<file path="config.mk">
export PLATFORM = sky130hd
export DESIGN_NAME = stream_merge
export DESIGN_NICKNAME = d
export VERILOG_FILES = /design/src/rtl/stream_pkg.sv /design/src/rtl/rr_arbiter2.sv /design/src/rtl/stream_merge.sv
export SDC_FILE = /design/constraint.sdc
export NUM_CORES = 1
export LEC_CHECK = 0
export ABC_AREA = 1
export BUFFER_PORTS_ARGS = -buffer_cell sky130_fd_sc_hd__buf_2
export CORE_MARGIN = 10
export CORE_UTILIZATION = 43
export DETAILED_ROUTE_END_ITERATION = 16
export PLACE_DENSITY = 0.79
export SYNTH_ARGS = -nofsm -noshare
export SYNTH_HDL_FRONTEND = slang
export SYNTH_SLANG_ARGS = --single-unit
</file>
<file path="constraint.sdc">
create_clock -name clock -period 1.8 [get_ports clock]
set_clock_uncertainty 0.2 [all_clocks]
set_input_delay 0.27 -clock clock [delete_from_list [all_inputs] [get_ports clock]]
set_output_delay 0.27 -clock clock [all_outputs]
set_load 0.005 [all_outputs]
</file>
<file path="src/rtl/stream_pkg.sv">
// Shared stream definitions used by the merger and the downstream router.
// Source indices, output-register states and the default beat layout.
package stream_pkg;

    localparam logic SRC0 = 1'b0;
    localparam logic SRC1 = 1'b1;

    localparam int IDENTITY_W = 2;
    localparam int STREAM_W   = 32;

    typedef enum logic {
        EMPTY = 1'b0,
        FULL  = 1'b1
    } state_t;

    // Identity carries the prepended source index as its MSB.
    typedef struct packed {
        logic [IDENTITY_W:0]   identity;
        logic [STREAM_W-1:0]   stream;
    } beat_t;

endpackage

</file>
<file path="src/rtl/rr_arbiter2.sv">
// Two-request round-robin arbiter; the priority pointer moves past the
// winner only when the caller reports that the grant was consumed.
module rr_arbiter2
    import stream_pkg::*;
(
    input  logic clock,
    input  logic reset,
    input  logic request_0,
    input  logic request_1,
    input  logic advance,
    output logic grant,
    output logic grant_valid
);

    logic prio;

    always_comb begin
        grant_valid = request_0 | request_1;
        if (request_0 && request_1) begin
            grant = prio;
        end else if (request_1) begin
            grant = SRC1;
        end else begin
            grant = SRC0;
        end
    end

    always_ff @(posedge clock) begin
        if (reset) begin
            prio <= SRC0;
        end else if (advance) begin
            prio <= ~grant;
        end
    end

endmodule

</file>
<file path="src/rtl/stream_merge.sv">
// 2-to-1 round-robin AXI-stream merger with a registered output stage;
// the winning source index is prepended as the identity MSB.
module stream_merge
    import stream_pkg::*;
#(
    parameter int identity_width = 2,
    parameter int stream_width   = 32
) (
    input  logic                      clock,
    input  logic                      reset,
    output logic                      axi_s_0_ready,
    input  logic                      axi_s_0_valid,
    input  logic [identity_width-1:0] axi_s_0_identity,
    input  logic [stream_width-1:0]   axi_s_0_stream,
    output logic                      axi_s_1_ready,
    input  logic                      axi_s_1_valid,
    input  logic [identity_width-1:0] axi_s_1_identity,
    input  logic [stream_width-1:0]   axi_s_1_stream,
    input  logic                      axi_m_ready,
    output logic                      axi_m_valid,
    output logic [identity_width:0]   axi_m_identity,
    output logic [stream_width-1:0]   axi_m_stream
);

    state_t state;
    logic   grant;
    logic   grant_valid;
    logic   can_load;
    logic   accept_0;
    logic   accept_1;
    logic   accept;

    rr_arbiter2 u_arbiter (
        .clock       (clock),
        .reset       (reset),
        .request_0   (axi_s_0_valid),
        .request_1   (axi_s_1_valid),
        .advance     (accept),
        .grant       (grant),
        .grant_valid (grant_valid)
    );

    // Register can take a new beat when empty or draining this cycle.
    always_comb begin
        can_load      = (state == EMPTY) || axi_m_ready;
        axi_s_0_ready = !reset && grant_valid && (grant == SRC0) && can_load;
        axi_s_1_ready = !reset && grant_valid && (grant == SRC1) && can_load;
        accept_0      = axi_s_0_valid && axi_s_0_ready;
        accept_1      = axi_s_1_valid && axi_s_1_ready;
        accept        = accept_0 || accept_1;
    end

    always_ff @(posedge clock) begin
        if (reset) begin
            state          <= EMPTY;
            axi_m_identity <= '0;
            axi_m_stream   <= '0;
        end else if (accept_0) begin
            state          <= FULL;
            axi_m_identity <= {SRC0, axi_s_0_identity};
            axi_m_stream   <= axi_s_0_stream;
        end else if (accept_1) begin
            state          <= FULL;
            axi_m_identity <= {SRC1, axi_s_1_identity};
            axi_m_stream   <= axi_s_1_stream;
        end else if (state == FULL && axi_m_ready) begin
            state          <= EMPTY;
        end
    end

    assign axi_m_valid = (state == FULL);

endmodule

</file>
==> impl_metrics.xml, run 1 <==
<?xml version="1.0" encoding="UTF-8"?>
<metrics>
  <group name="outcome">
    <metric name="run_status" unit="">completed</metric>
  </group>
  <group name="layout">
    <metric name="layout.cells.most_common_list" unit="">buf_2 (110), nand2_1 (72), a21oi_1 (70)</metric>
    <metric name="antenna_cells_inserted" unit="">0</metric>
    <metric name="nNetsFinal" unit="">462</metric>
    <metric name="final_layout_size_suffix_gt1_share" unit="%">33.9</metric>
    <metric name="flow.area_growth_from_synthesis" unit="%">36.3</metric>
    <metric name="instances_no_fill" unit="">441</metric>
    <metric name="fill_cells" unit="">444</metric>
    <metric name="layout.cells.most_common" unit="">buf_2</metric>
    <metric name="stdcell_area" unit="um^2">2590</metric>
  </group>
  <group name="yosys">
    <metric name="yosys_warnings" unit="">0</metric>
    <metric name="synthTopCellsByArea" unit="">dfxtp_1 (39%), a21oi_1 (18%), nand2_1 (14%)</metric>
    <metric name="netlist_area" unit="um^2">1900</metric>
    <metric name="yosysSeqAreaShare" unit="%">39.0</metric>
    <metric name="ys_ff_latch" unit="">37</metric>
    <metric name="postSynthNetCount" unit="">358</metric>
    <metric name="netlist.area_leader.share" unit="%">39.0</metric>
    <metric name="synth_cell_type_count" unit="">16</metric>
    <metric name="synth_largest_area_cell" unit="">dfxtp_1</metric>
    <metric name="synth_area_per_cell" unit="um^2">6.67</metric>
    <metric name="synth_cells" unit="">285</metric>
  </group>
  <group name="drt">
    <metric name="drtIter0Drc" unit="">113</metric>
    <metric name="detail_route.first_pass.iterations" unit="">4</metric>
    <metric name="post_drt_wl_per_cell" unit="um">14.4</metric>
    <metric name="drtAntennaViolNets" unit="">0</metric>
    <metric name="drt_wl_total" unit="um">6370</metric>
    <metric name="routed_via_density" unit="">5.07</metric>
    <metric name="detail_route.drc_violations" unit="">0</metric>
    <metric name="highest-signal-layer" unit="">met4</metric>
    <metric name="wl_met2" unit="um">2910</metric>
    <metric name="met3_length" unit="um">732</metric>
    <metric name="routed-via-count" unit="">2236</metric>
    <metric name="drt-met1-wl" unit="um">2700</metric>
  </group>
  <group name="timing">
    <metric name="achievable-frequency" unit="MHz">628</metric>
    <metric name="setup-violations-final" unit="">0</metric>
    <metric name="worstMarginPinSlew" unit="ps">305</metric>
    <metric name="setup_repair_after_global_routing_missed_its_margin" unit="">no</metric>
    <metric name="slew_headroom" unit="%">79.7</metric>
    <metric name="final.setup.worst_slack" unit="ps">207</metric>
    <metric name="fin_setup_tns" unit="ps">0</metric>
    <metric name="slew_violations" unit="">0</metric>
    <metric name="period_share" unit="%">88.5</metric>
    <metric name="fin_crit" unit="ps">1590</metric>
    <metric name="finalHoldViolations" unit="">0</metric>
  </group>
  <group name="die">
    <metric name="floorplan.io_pins" unit="">111</metric>
    <metric name="floorplan.rows" unit="">24</metric>
    <metric name="dieWidth" unit="um">86.5</metric>
    <metric name="dieArea" unit="um^2">7480</metric>
    <metric name="die_y" unit="um">86.5</metric>
    <metric name="floorplan.core_area" unit="um^2">4320</metric>
    <metric name="initial_utilization" unit="%">44.0</metric>
  </group>
  <group name="clock_tree">
    <metric name="cts_tree" unit="">done</metric>
    <metric name="cts.sink_count" unit="">37</metric>
    <metric name="clock_slew_at_reported_path_ffs" unit="ps">70</metric>
    <metric name="holdBufCountCts" unit="">0</metric>
    <metric name="cts_setup_buffers" unit="">0</metric>
    <metric name="cts_inserted_buffers" unit="">5</metric>
    <metric name="insertion_delay" unit="ps">280</metric>
    <metric name="cts.path.max_buffers" unit="">2</metric>
    <metric name="cts_max_level" unit="">2</metric>
    <metric name="ctsRootBufferMaster" unit="">clkbuf_8</metric>
    <metric name="ctsResizeCount" unit="">0</metric>
  </group>
  <group name="global_routing">
    <metric name="grt_pass1_wl" unit="um">10300</metric>
    <metric name="globalRouteTotalUtil" unit="%">16.5</metric>
    <metric name="antenna_violations_before_repair" unit="">0</metric>
    <metric name="grt_start_max_net_pins" unit="">42</metric>
    <metric name="via_count_of_the_first_global_routing_pass" unit="">2201</metric>
    <metric name="overflow" unit="">0</metric>
  </group>
  <group name="power">
    <metric name="combPwrFrac" unit="%">25.7</metric>
    <metric name="internal-power" unit="uW">1460</metric>
    <metric name="static-leakage-power" unit="uW">0.00145</metric>
    <metric name="vdd_ir_drop_max" unit="uV">430</metric>
    <metric name="total_switching_power" unit="uW">624</metric>
    <metric name="switching_share" unit="%">29.9</metric>
    <metric name="power" unit="uW">2090</metric>
    <metric name="p_clk_share" unit="%">28.0</metric>
    <metric name="powerDensity" unit="nW/um^2">806</metric>
    <metric name="seq_power_share" unit="%">46.3</metric>
  </group>
  <group name="worst_hold_path">
    <metric name="hold_path.class" unit="">input port to register</metric>
    <metric name="holdCritStartpoint" unit="">reset</metric>
    <metric name="whs_path_depth" unit="">2</metric>
    <metric name="whs_endpoint" unit="">axi_m_valid</metric>
  </group>
  <group name="setup_path">
    <metric name="critical_path_at" unit="ps">1120</metric>
    <metric name="critPathSlowestCell" unit="">dfxtp_1</metric>
    <metric name="rr_worst_depth" unit="">7</metric>
    <metric name="cp_cell_sequence" unit="">inv_1 &gt; nand2_1 &gt; nand2_2 &gt; nand3_1 &gt; inv_1 &gt; buf_2</metric>
    <metric name="critPathKind" unit="">register to output pin</metric>
    <metric name="critPathMaxFanout" unit="">5</metric>
    <metric name="r2r_slack" unit="ps">420</metric>
    <metric name="path_common_cell" unit="">inv_1</metric>
    <metric name="timing.critical_path.from" unit="">u_arbiter.prio</metric>
    <metric name="required" unit="ps">1330</metric>
    <metric name="critical_path.reg2reg.startpoint" unit="">u_arbiter.prio</metric>
    <metric name="cp-end-kind" unit="">output pin</metric>
    <metric name="timing.rr.end" unit="">axi_m_stream[6]</metric>
    <metric name="worst_path_largest_cell_delay" unit="ps">330</metric>
    <metric name="startpoint_type" unit="">register</metric>
  </group>
  <group name="run">
    <metric name="cap_violations" unit="">0</metric>
  </group>
  <group name="placement">
    <metric name="dpl.cell_count" unit="">434</metric>
    <metric name="detailedPlacementHpwl" unit="um">4610</metric>
    <metric name="dp_worst_setup_slack" unit="ps">303</metric>
    <metric name="place.gp.congestion" unit="">0.809</metric>
    <metric name="portBuffers" unit="">110</metric>
    <metric name="detailed_place.area" unit="um^2">2500</metric>
  </group>
</metrics>
[metrics by stage]
stage                     util (%)  hold slack, ps
after floorplan                  -             139
after global placement        57.9             250
after detailed placement      57.9             260
after CTS                     59.9            16.8
after global routing          59.9            19.8
final                         59.9            32.6
[flip-flops by register name, indices dropped and copies added (netlist names)]
register	flops
u_arbiter.prio	1
axi_m_valid	1
axi_m_stream	32
axi_m_identity	3
[synth_stat cells]
library cell / n
a21oi_1: 70
buf_2: 15
buf_4: 3
clkbuf_1: 3
clkbuf_4: 1
dfxtp_1: 37
inv_1: 39
inv_2: 2
nand2_1: 72
nand2_2: 2
nand3_1: 1
nand3_2: 1
nand4_1: 34
nor2_1: 3
nor2_2: 1
nor2_4: 1
[cell type report]
class	instances	area (um^2)	area share [%]
clock buffers	7	86.3	3.33
inverters	41	154	5.94
multi-input cells	185	890	34.3
flip-flops and latches	37	741	28.6
well taps	52	65.1	2.51
repair buffers	119	656	25.3
[power groups by stage]
| stage | logic [uW] | registers (uW) | clock network (uW) |
|---|---|---|---|
| 6_report | 536 | 966 | 586 |
| 5_1_grt | 613 | 974 | 634 |
| 4_1_cts | 544 | 965 | 608 |
| 3_5_place_dp | 541 | 983 | 0 |
| 3_3_place_gp | 532 | 983 | 0 |
| 2_1_floorplan | 276 | 992 | 0 |
[worst max-delay path: cells and delay by family (launching register included)]
family,cells,cell delay [ps]
and+or+nand+nor,3,300
buffers and inverters,3,210
DFF,1,330
[metal layers]
layer	up-vias	GRT usage, %
met4	0	4.42
met5	-	0
met2	88	26.6
li1	1141	-
met3	2	7.69
met1	1005	19.1
[worst max path at each step]
stage,end,cells past startpoint
2_1_floorplan,axi_s_1_ready,4
3_3_place_gp,axi_m_identity[0],6
3_5_place_dp,axi_m_identity[0],6
4_1_cts,axi_s_0_ready,6
5_1_grt,axi_s_0_ready,6
6_report,axi_s_0_ready,6
[cell families (layout without fill, tap and decap cells)]
family	Yosys count	after routing	synth area share, %
DFF	37	37	39.0
and+or+nand+nor	115	115	28.4
buffers and inverters	63	167	14.2
AOI/OAI and AO/OA	70	70	18.4
Note: power is estimated with default switching activity, not from simulation.
==> run 2: changes to the inputs <==
--- a/config.mk
+++ b/config.mk
@@ -8,9 +8,10 @@
 export ABC_AREA = 1
 export BUFFER_PORTS_ARGS = -buffer_cell sky130_fd_sc_hd__buf_2
 export CORE_MARGIN = 10
-export CORE_UTILIZATION = 43
+export CORE_UTILIZATION = 45
+export CTS_BUF_LIST = sky130_fd_sc_hd__clkbuf_4
 export DETAILED_ROUTE_END_ITERATION = 16
-export PLACE_DENSITY = 0.79
+export PLACE_DENSITY = 0.82
 export SYNTH_ARGS = -nofsm -noshare
 export SYNTH_HDL_FRONTEND = slang
 export SYNTH_SLANG_ARGS = --single-unit
==> impl_metrics.xml, run 2 (same netlist as run 1, synthesis figures left out) <==
<?xml version="1.0" encoding="UTF-8"?>
<metrics>
  <group name="layout">
    <metric name="area_of_combinational_cells_with_multiple_inputs" unit="um^2">902</metric>
    <metric name="flow.area_growth_from_synthesis" unit="%">61.0</metric>
    <metric name="nNetsFinal" unit="">512</metric>
    <metric name="fill_cells" unit="">302</metric>
    <metric name="final_layout_size_suffix_gt1_share" unit="%">31.2</metric>
    <metric name="regMostFlops" unit="">axi_m_stream</metric>
    <metric name="area.sequential" unit="um^2">742</metric>
    <metric name="largest_register_ff_count" unit="">32</metric>
    <metric name="reg.largest.list" unit="">axi_m_stream: 32 flops, axi_m_identity: 3 flops</metric>
    <metric name="layout.cells.most_common" unit="">buf_2</metric>
    <metric name="stdcell_area" unit="um^2">3060</metric>
    <metric name="layout.cells.most_common_list" unit="">buf_2 (110), nand2_1 (72), a21oi_1 (70)</metric>
  </group>
  <group name="setup_path">
    <metric name="rr_worst_depth" unit="">6</metric>
    <metric name="critPathKind" unit="">register to output pin</metric>
    <metric name="startpoint_type" unit="">register</metric>
    <metric name="cp-end-kind" unit="">output pin</metric>
    <metric name="timing.critical_path.from" unit="">u_arbiter.prio</metric>
    <metric name="worst_path_largest_cell_delay" unit="ps">340</metric>
    <metric name="critical_path.reg2reg.startpoint" unit="">u_arbiter.prio</metric>
    <metric name="timing.rr.end" unit="">axi_m_stream[1]</metric>
    <metric name="worst-path-buf-inv" unit="">3</metric>
    <metric name="r2r_slack" unit="ps">230</metric>
    <metric name="cp.depth" unit="">6</metric>
    <metric name="cpLargestDelayFamily" unit="">flip-flops</metric>
    <metric name="required" unit="ps">1330</metric>
    <metric name="critPathSlowestCell" unit="">dfxtp_2</metric>
    <metric name="cp_cell_sequence" unit="">inv_1 &gt; nand2_1 &gt; nand2_2 &gt; buf_12 &gt; nor2_2 &gt; buf_2</metric>
    <metric name="critPathMaxFanout" unit="">9</metric>
    <metric name="critical_path_at" unit="ps">1260</metric>
  </group>
  <group name="timing">
    <metric name="period_share" unit="%">96.2</metric>
    <metric name="fin_setup_tns" unit="ps">0</metric>
    <metric name="hold-worst-slack" unit="ps">4.27</metric>
    <metric name="slew_headroom" unit="%">60.0</metric>
    <metric name="slew_violations" unit="">0</metric>
    <metric name="setup-violations-final" unit="">0</metric>
    <metric name="finalHoldViolations" unit="">0</metric>
    <metric name="achievable-frequency" unit="MHz">578</metric>
    <metric name="worstMarginPinSlew" unit="ps">599</metric>
    <metric name="fin_crit" unit="ps">1730</metric>
  </group>
  <group name="power">
    <metric name="p_clk_share" unit="%">20.7</metric>
    <metric name="power" unit="uW">2030</metric>
    <metric name="seq_power_share" unit="%">47.7</metric>
    <metric name="internal-power" unit="uW">1390</metric>
    <metric name="switching_share" unit="%">31.4</metric>
    <metric name="static-leakage-power" unit="uW">0.00165</metric>
    <metric name="powerDensity" unit="nW/um^2">662</metric>
    <metric name="vdd_ir_drop_max" unit="uV">472</metric>
    <metric name="combPwrFrac" unit="%">31.6</metric>
    <metric name="total_switching_power" unit="uW">636</metric>
  </group>
  <group name="drt">
    <metric name="detail_route.first_pass.iterations" unit="">4</metric>
    <metric name="detail_route.drc_violations" unit="">0</metric>
    <metric name="drtIter0Drc" unit="">141</metric>
    <metric name="drtAntennaViolNets" unit="">0</metric>
    <metric name="routed-via-count" unit="">2553</metric>
    <metric name="post_drt_wl_per_cell" unit="um">15.4</metric>
    <metric name="routed_via_density" unit="">5.21</metric>
    <metric name="drt_wl_total" unit="um">7530</metric>
  </group>
  <group name="die">
    <metric name="dieWidth" unit="um">85.0</metric>
    <metric name="floorplan.rows" unit="">23</metric>
    <metric name="dieArea" unit="um^2">7220</metric>
    <metric name="floorplan.io_pins" unit="">111</metric>
    <metric name="initial_utilization" unit="%">46.8</metric>
    <metric name="die_y" unit="um">85.0</metric>
    <metric name="floorplan.core_area" unit="um^2">4060</metric>
  </group>
  <group name="global_routing">
    <metric name="grt_pass1_wl" unit="um">12000</metric>
    <metric name="grt_start_max_net_pins" unit="">41</metric>
    <metric name="via_count_of_the_first_global_routing_pass" unit="">2451</metric>
    <metric name="globalRouteTotalUtil" unit="%">19.7</metric>
    <metric name="overflow" unit="">0</metric>
    <metric name="antenna_violations_before_repair" unit="">0</metric>
  </group>
  <group name="clock_tree">
    <metric name="cts.path.max_buffers" unit="">2</metric>
    <metric name="cts_inserted_buffers" unit="">5</metric>
    <metric name="cts.sink_count" unit="">37</metric>
    <metric name="cts_tree" unit="">done</metric>
    <metric name="ctsRootBufferMaster" unit="">clkbuf_4</metric>
    <metric name="cts_max_level" unit="">2</metric>
    <metric name="insertion_delay" unit="ps">330</metric>
    <metric name="clock_slew_at_reported_path_ffs" unit="ps">110</metric>
  </group>
  <group name="run">
    <metric name="cap_violations" unit="">0</metric>
  </group>
  <group name="worst_hold_path">
    <metric name="hold_path.class" unit="">input port to register</metric>
    <metric name="whs_endpoint" unit="">axi_m_stream[19]</metric>
    <metric name="holdCritStartpoint" unit="">axi_s_1_stream[19]</metric>
    <metric name="whs_path_depth" unit="">3</metric>
  </group>
  <group name="placement">
    <metric name="portBuffers" unit="">110</metric>
    <metric name="place.gp.congestion" unit="">0.782</metric>
    <metric name="detailedPlacementHpwl" unit="um">4460</metric>
    <metric name="detailed_place.area" unit="um^2">2490</metric>
  </group>
  <group name="outcome">
    <metric name="run_status" unit="">completed</metric>
  </group>
</metrics>
run 2: cell types whose count changed in the layout (fill, tap and decap cells not counted), sizes merged:
cell,delta
dlygate4sd3,+47
buf,+3
clkbuf,-1
clkinv,+1
diode,+1
run 2: power by group through the flow:
| stage | clock network (uW) | logic (uW) | registers [uW] |
|---|---|---|---|
| global route | 467 | 715 | 977 |
| global placement | 0 | 526 | 982 |
| floorplan | 0 | 276 | 992 |
| finish | 420 | 640 | 966 |
| CTS | 431 | 615 | 963 |
| detailed placement | 0 | 535 | 981 |
run 2: routing by layer:
metal	up-vias	global-route usage, %	wire length [um]	part of all wire [%]
li1	1253	-	-	-
met3	26	7.74	888	12
met1	1130	21.5	2820	37
met4	0	9.28	218	2.9
met5	-	0	0	0
met2	144	32.6	3600	48
run 2: worst max-delay path by stage:
stage / to
CTS: axi_s_0_ready
floorplan: axi_s_1_ready
finish: axi_s_1_ready
detailed placement: axi_s_0_ready
global route: axi_s_0_ready
global placement: axi_s_0_ready
run 2: layout make-up:
type / count / area share, %
clock inverter: 1 / 0.123
antenna: 1 / 0.0818
multi-input combinational: 185 / 29.5
tap: 50 / 2.04
timing repair buffer: 169 / 37.5
inverter: 41 / 5.03
sequential: 37 / 24.2
clock buffer: 6 / 1.47
run 2: timing repair:
item | CTS | global route
buffers inserted | 0 | 3
hold buffers | 45 | 2
pin swaps | 0 | 1
hold endpoints to repair | 31 | 2
endpoints found under the setup margin | 1 | 2
gates resized for setup | 2 | 4
run 2: tightest hold or removal path, delay by kind of cell:
kind,cells,cell delay (ps)
buffers and inverters,1,80
AOI/OAI and AO/OA,2,160
run 2: through the flow:
stage	setup slack, ps	instances	util (%)
after CTS	9.24	484	73.9
after floorplan	461	285	-
after detailed placement	268	432	61.4
after global placement	278	432	61.4
final	68.7	490	75.4
after global routing	-4.75	489	75.4
==> run 3: changes to the inputs <==
--- a/config.mk
+++ b/config.mk
@@ -7,6 +7,7 @@
 export LEC_CHECK = 0
 export ABC_AREA = 1
 export BUFFER_PORTS_ARGS = -buffer_cell sky130_fd_sc_hd__buf_2
+export CORE_ASPECT_RATIO = 1.75
 export CORE_MARGIN = 10
 export CORE_UTILIZATION = 45
 export CTS_BUF_LIST = sky130_fd_sc_hd__clkbuf_4
==> impl_metrics.xml, run 3 (same netlist as run 1, synthesis figures left out) <==
<?xml version="1.0" encoding="UTF-8"?>
<metrics>
  <group name="outcome">
    <metric name="run_status" unit="">completed</metric>
  </group>
  <group name="setup_path">
    <metric name="critPathKind" unit="">register to output pin</metric>
    <metric name="cpLargestDelayFamily" unit="">simple AND/OR/NAND/NOR gates</metric>
    <metric name="critical_path_at" unit="ps">1260</metric>
    <metric name="critPathSlowestCell" unit="">dfxtp_1</metric>
    <metric name="cp_cell_sequence" unit="">inv_1 &gt; nand2_1 &gt; nand2_4 &gt; nor2_2 &gt; buf_2</metric>
    <metric name="critPathMaxFanout" unit="">12</metric>
    <metric name="worst-path-buf-inv" unit="">2</metric>
    <metric name="cp-end-kind" unit="">output pin</metric>
    <metric name="r2r_slack" unit="ps">320</metric>
    <metric name="worst_path_largest_cell_delay" unit="ps">350</metric>
    <metric name="startpoint_type" unit="">register</metric>
    <metric name="required" unit="ps">1330</metric>
  </group>
  <group name="timing">
    <metric name="slew_violations" unit="">0</metric>
    <metric name="final.setup.worst_slack" unit="ps">70.5</metric>
    <metric name="finalHoldViolations" unit="">0</metric>
    <metric name="achievable-frequency" unit="MHz">578</metric>
    <metric name="period_share" unit="%">96.1</metric>
    <metric name="worstMarginPinSlew" unit="ps">365</metric>
    <metric name="setup-violations-final" unit="">0</metric>
    <metric name="slew_headroom" unit="%">75.7</metric>
    <metric name="fin_crit" unit="ps">1730</metric>
  </group>
  <group name="layout">
    <metric name="nNetsFinal" unit="">511</metric>
    <metric name="flow.area_growth_from_synthesis" unit="%">58.7</metric>
    <metric name="fill_cells" unit="">338</metric>
    <metric name="finalCoreUtilization" unit="%">73.4</metric>
    <metric name="layout.cells.most_common_list" unit="">buf_2 (110), nand2_1 (72), a21oi_1 (70)</metric>
    <metric name="largest_register_ff_count" unit="">32</metric>
    <metric name="final_layout_size_suffix_gt1_share" unit="%">31.4</metric>
    <metric name="area.sequential" unit="um^2">741</metric>
    <metric name="stdcell_area" unit="um^2">3020</metric>
    <metric name="layout.cells.most_common" unit="">buf_2</metric>
    <metric name="area_of_combinational_cells_with_multiple_inputs" unit="um^2">900</metric>
    <metric name="regMostFlops" unit="">axi_m_stream</metric>
    <metric name="instances_no_fill" unit="">488</metric>
    <metric name="reg.largest.list" unit="">axi_m_stream: 32 flops, axi_m_identity: 3 flops</metric>
    <metric name="antenna_cells_inserted" unit="">0</metric>
  </group>
  <group name="drt">
    <metric name="detail_route.first_pass.iterations" unit="">4</metric>
    <metric name="drtIter0Drc" unit="">233</metric>
    <metric name="routed_via_density" unit="">5.32</metric>
    <metric name="drtAntennaViolNets" unit="">0</metric>
    <metric name="drt_wl_total" unit="um">7950</metric>
    <metric name="routed-via-count" unit="">2595</metric>
    <metric name="post_drt_wl_per_cell" unit="um">16.3</metric>
    <metric name="detail_route.drc_violations" unit="">0</metric>
  </group>
  <group name="global_routing">
    <metric name="grt_start_max_net_pins" unit="">36</metric>
    <metric name="via_count_of_the_first_global_routing_pass" unit="">2693</metric>
    <metric name="antenna_violations_before_repair" unit="">0</metric>
    <metric name="overflow" unit="">0</metric>
    <metric name="grt_pass1_wl" unit="um">12800</metric>
    <metric name="globalRouteTotalUtil" unit="%">20.6</metric>
  </group>
  <group name="placement">
    <metric name="place.gp.congestion" unit="">0.812</metric>
    <metric name="detailedPlacementHpwl" unit="um">5090</metric>
    <metric name="dpl.cell_count" unit="">434</metric>
    <metric name="dp_worst_setup_slack" unit="ps">286</metric>
    <metric name="detailed_place.area" unit="um^2">2490</metric>
    <metric name="portBuffers" unit="">110</metric>
  </group>
  <group name="die">
    <metric name="dieWidth" unit="um">69.1</metric>
    <metric name="floorplan.rows" unit="">31</metric>
    <metric name="floorplan.io_pins" unit="">111</metric>
    <metric name="floorplan.core_area" unit="um^2">4110</metric>
    <metric name="dieArea" unit="um^2">7330</metric>
    <metric name="die_y" unit="um">106</metric>
    <metric name="initial_utilization" unit="%">46.2</metric>
  </group>
  <group name="power">
    <metric name="total_switching_power" unit="uW">653</metric>
    <metric name="vdd_ir_drop_max" unit="uV">650</metric>
    <metric name="powerDensity" unit="nW/um^2">687</metric>
    <metric name="power" unit="uW">2070</metric>
    <metric name="p_clk_share" unit="%">22.8</metric>
    <metric name="switching_share" unit="%">31.5</metric>
    <metric name="seq_power_share" unit="%">46.6</metric>
    <metric name="internal-power" unit="uW">1420</metric>
    <metric name="static-leakage-power" unit="uW">0.00165</metric>
    <metric name="combPwrFrac" unit="%">30.5</metric>
  </group>
  <group name="clock_tree">
    <metric name="cts_tree" unit="">done</metric>
    <metric name="cts_setup_buffers" unit="">0</metric>
    <metric name="ctsRootBufferMaster" unit="">clkbuf_4</metric>
    <metric name="cts.sink_count" unit="">37</metric>
    <metric name="insertion_delay" unit="ps">340</metric>
    <metric name="cts_max_level" unit="">2</metric>
    <metric name="cts.path.max_buffers" unit="">2</metric>
    <metric name="clock_slew_at_reported_path_ffs" unit="ps">110</metric>
    <metric name="cts_inserted_buffers" unit="">5</metric>
  </group>
  <group name="run">
    <metric name="cap_violations" unit="">0</metric>
  </group>
  <group name="worst_hold_path">
    <metric name="hold_path.class" unit="">input port to register</metric>
  </group>
</metrics>
[run 3: power groups by stage]
stage               clock, uW  combinational (uW)  sequential, uW
CTS                       481                 617             964
global route              514                 707             975
global placement            0                 527             979
floorplan                   0                 276             992
detailed placement          0                 538             982
finish                    473                 633             967
[run 3: timing repair]
| action | 4_1_cts | 5_1_grt |
|---|---|---|
| setup endpoints to repair | 1 | 1 |
| hold buffers | 44 | 2 |
| hold endpoints to repair | 30 | 2 |
| resized for setup | 1 | 1 |
[run 3: metrics by stage]
| stage | hold WS, ps | TNS [ps] |
|---|---|---|
| 3_5_place_dp | 267 | 0 |
| 6_report | 6.19 | 0 |
| 3_3_place_gp | 256 | 0 |
| 2_1_floorplan | 139 | 0 |
| 4_1_cts | 1.09 | 0 |
| 5_1_grt | 7.38 | -13.8 |
[run 3: worst paths after layout]
kind                           from          endpoint  cells after the start
setup / recovery     u_arbiter.prio     axi_s_1_ready                      5
hold reg to reg      u_arbiter.prio    u_arbiter.prio                      2
setup reg to reg        axi_m_valid  axi_m_stream[25]                      5
hold / removal    axi_s_1_stream[0]   axi_m_stream[0]                      3
[run 3: layer usage]
| layer | vias up | part of all wire, % | track usage (%) |
|---|---|---|---|
| met1 | 1171 | 33 | 19.3 |
| met4 | 0 | 5.1 | 13.2 |
| met5 | - | 0 | 0 |
| met2 | 139 | 54 | 37.3 |
| li1 | 1245 | - | - |
| met3 | 40 | 7.7 | 6.61 |
[run 3: final cells by class]
cell class	count	share of cell area [%]
flip-flops and latches	37	24.6
multi-input cells	185	29.8
inverters	41	5.10
well taps	49	2.03
clock buffers	8	1.99
repair buffers	168	36.5
[run 3: worst reg2reg max path: cells and delay by family (launching register included)]
family	cells	cell delay, ps
simple gates	2	210
flops	1	370
compound gates	2	290
buf+inv	1	340
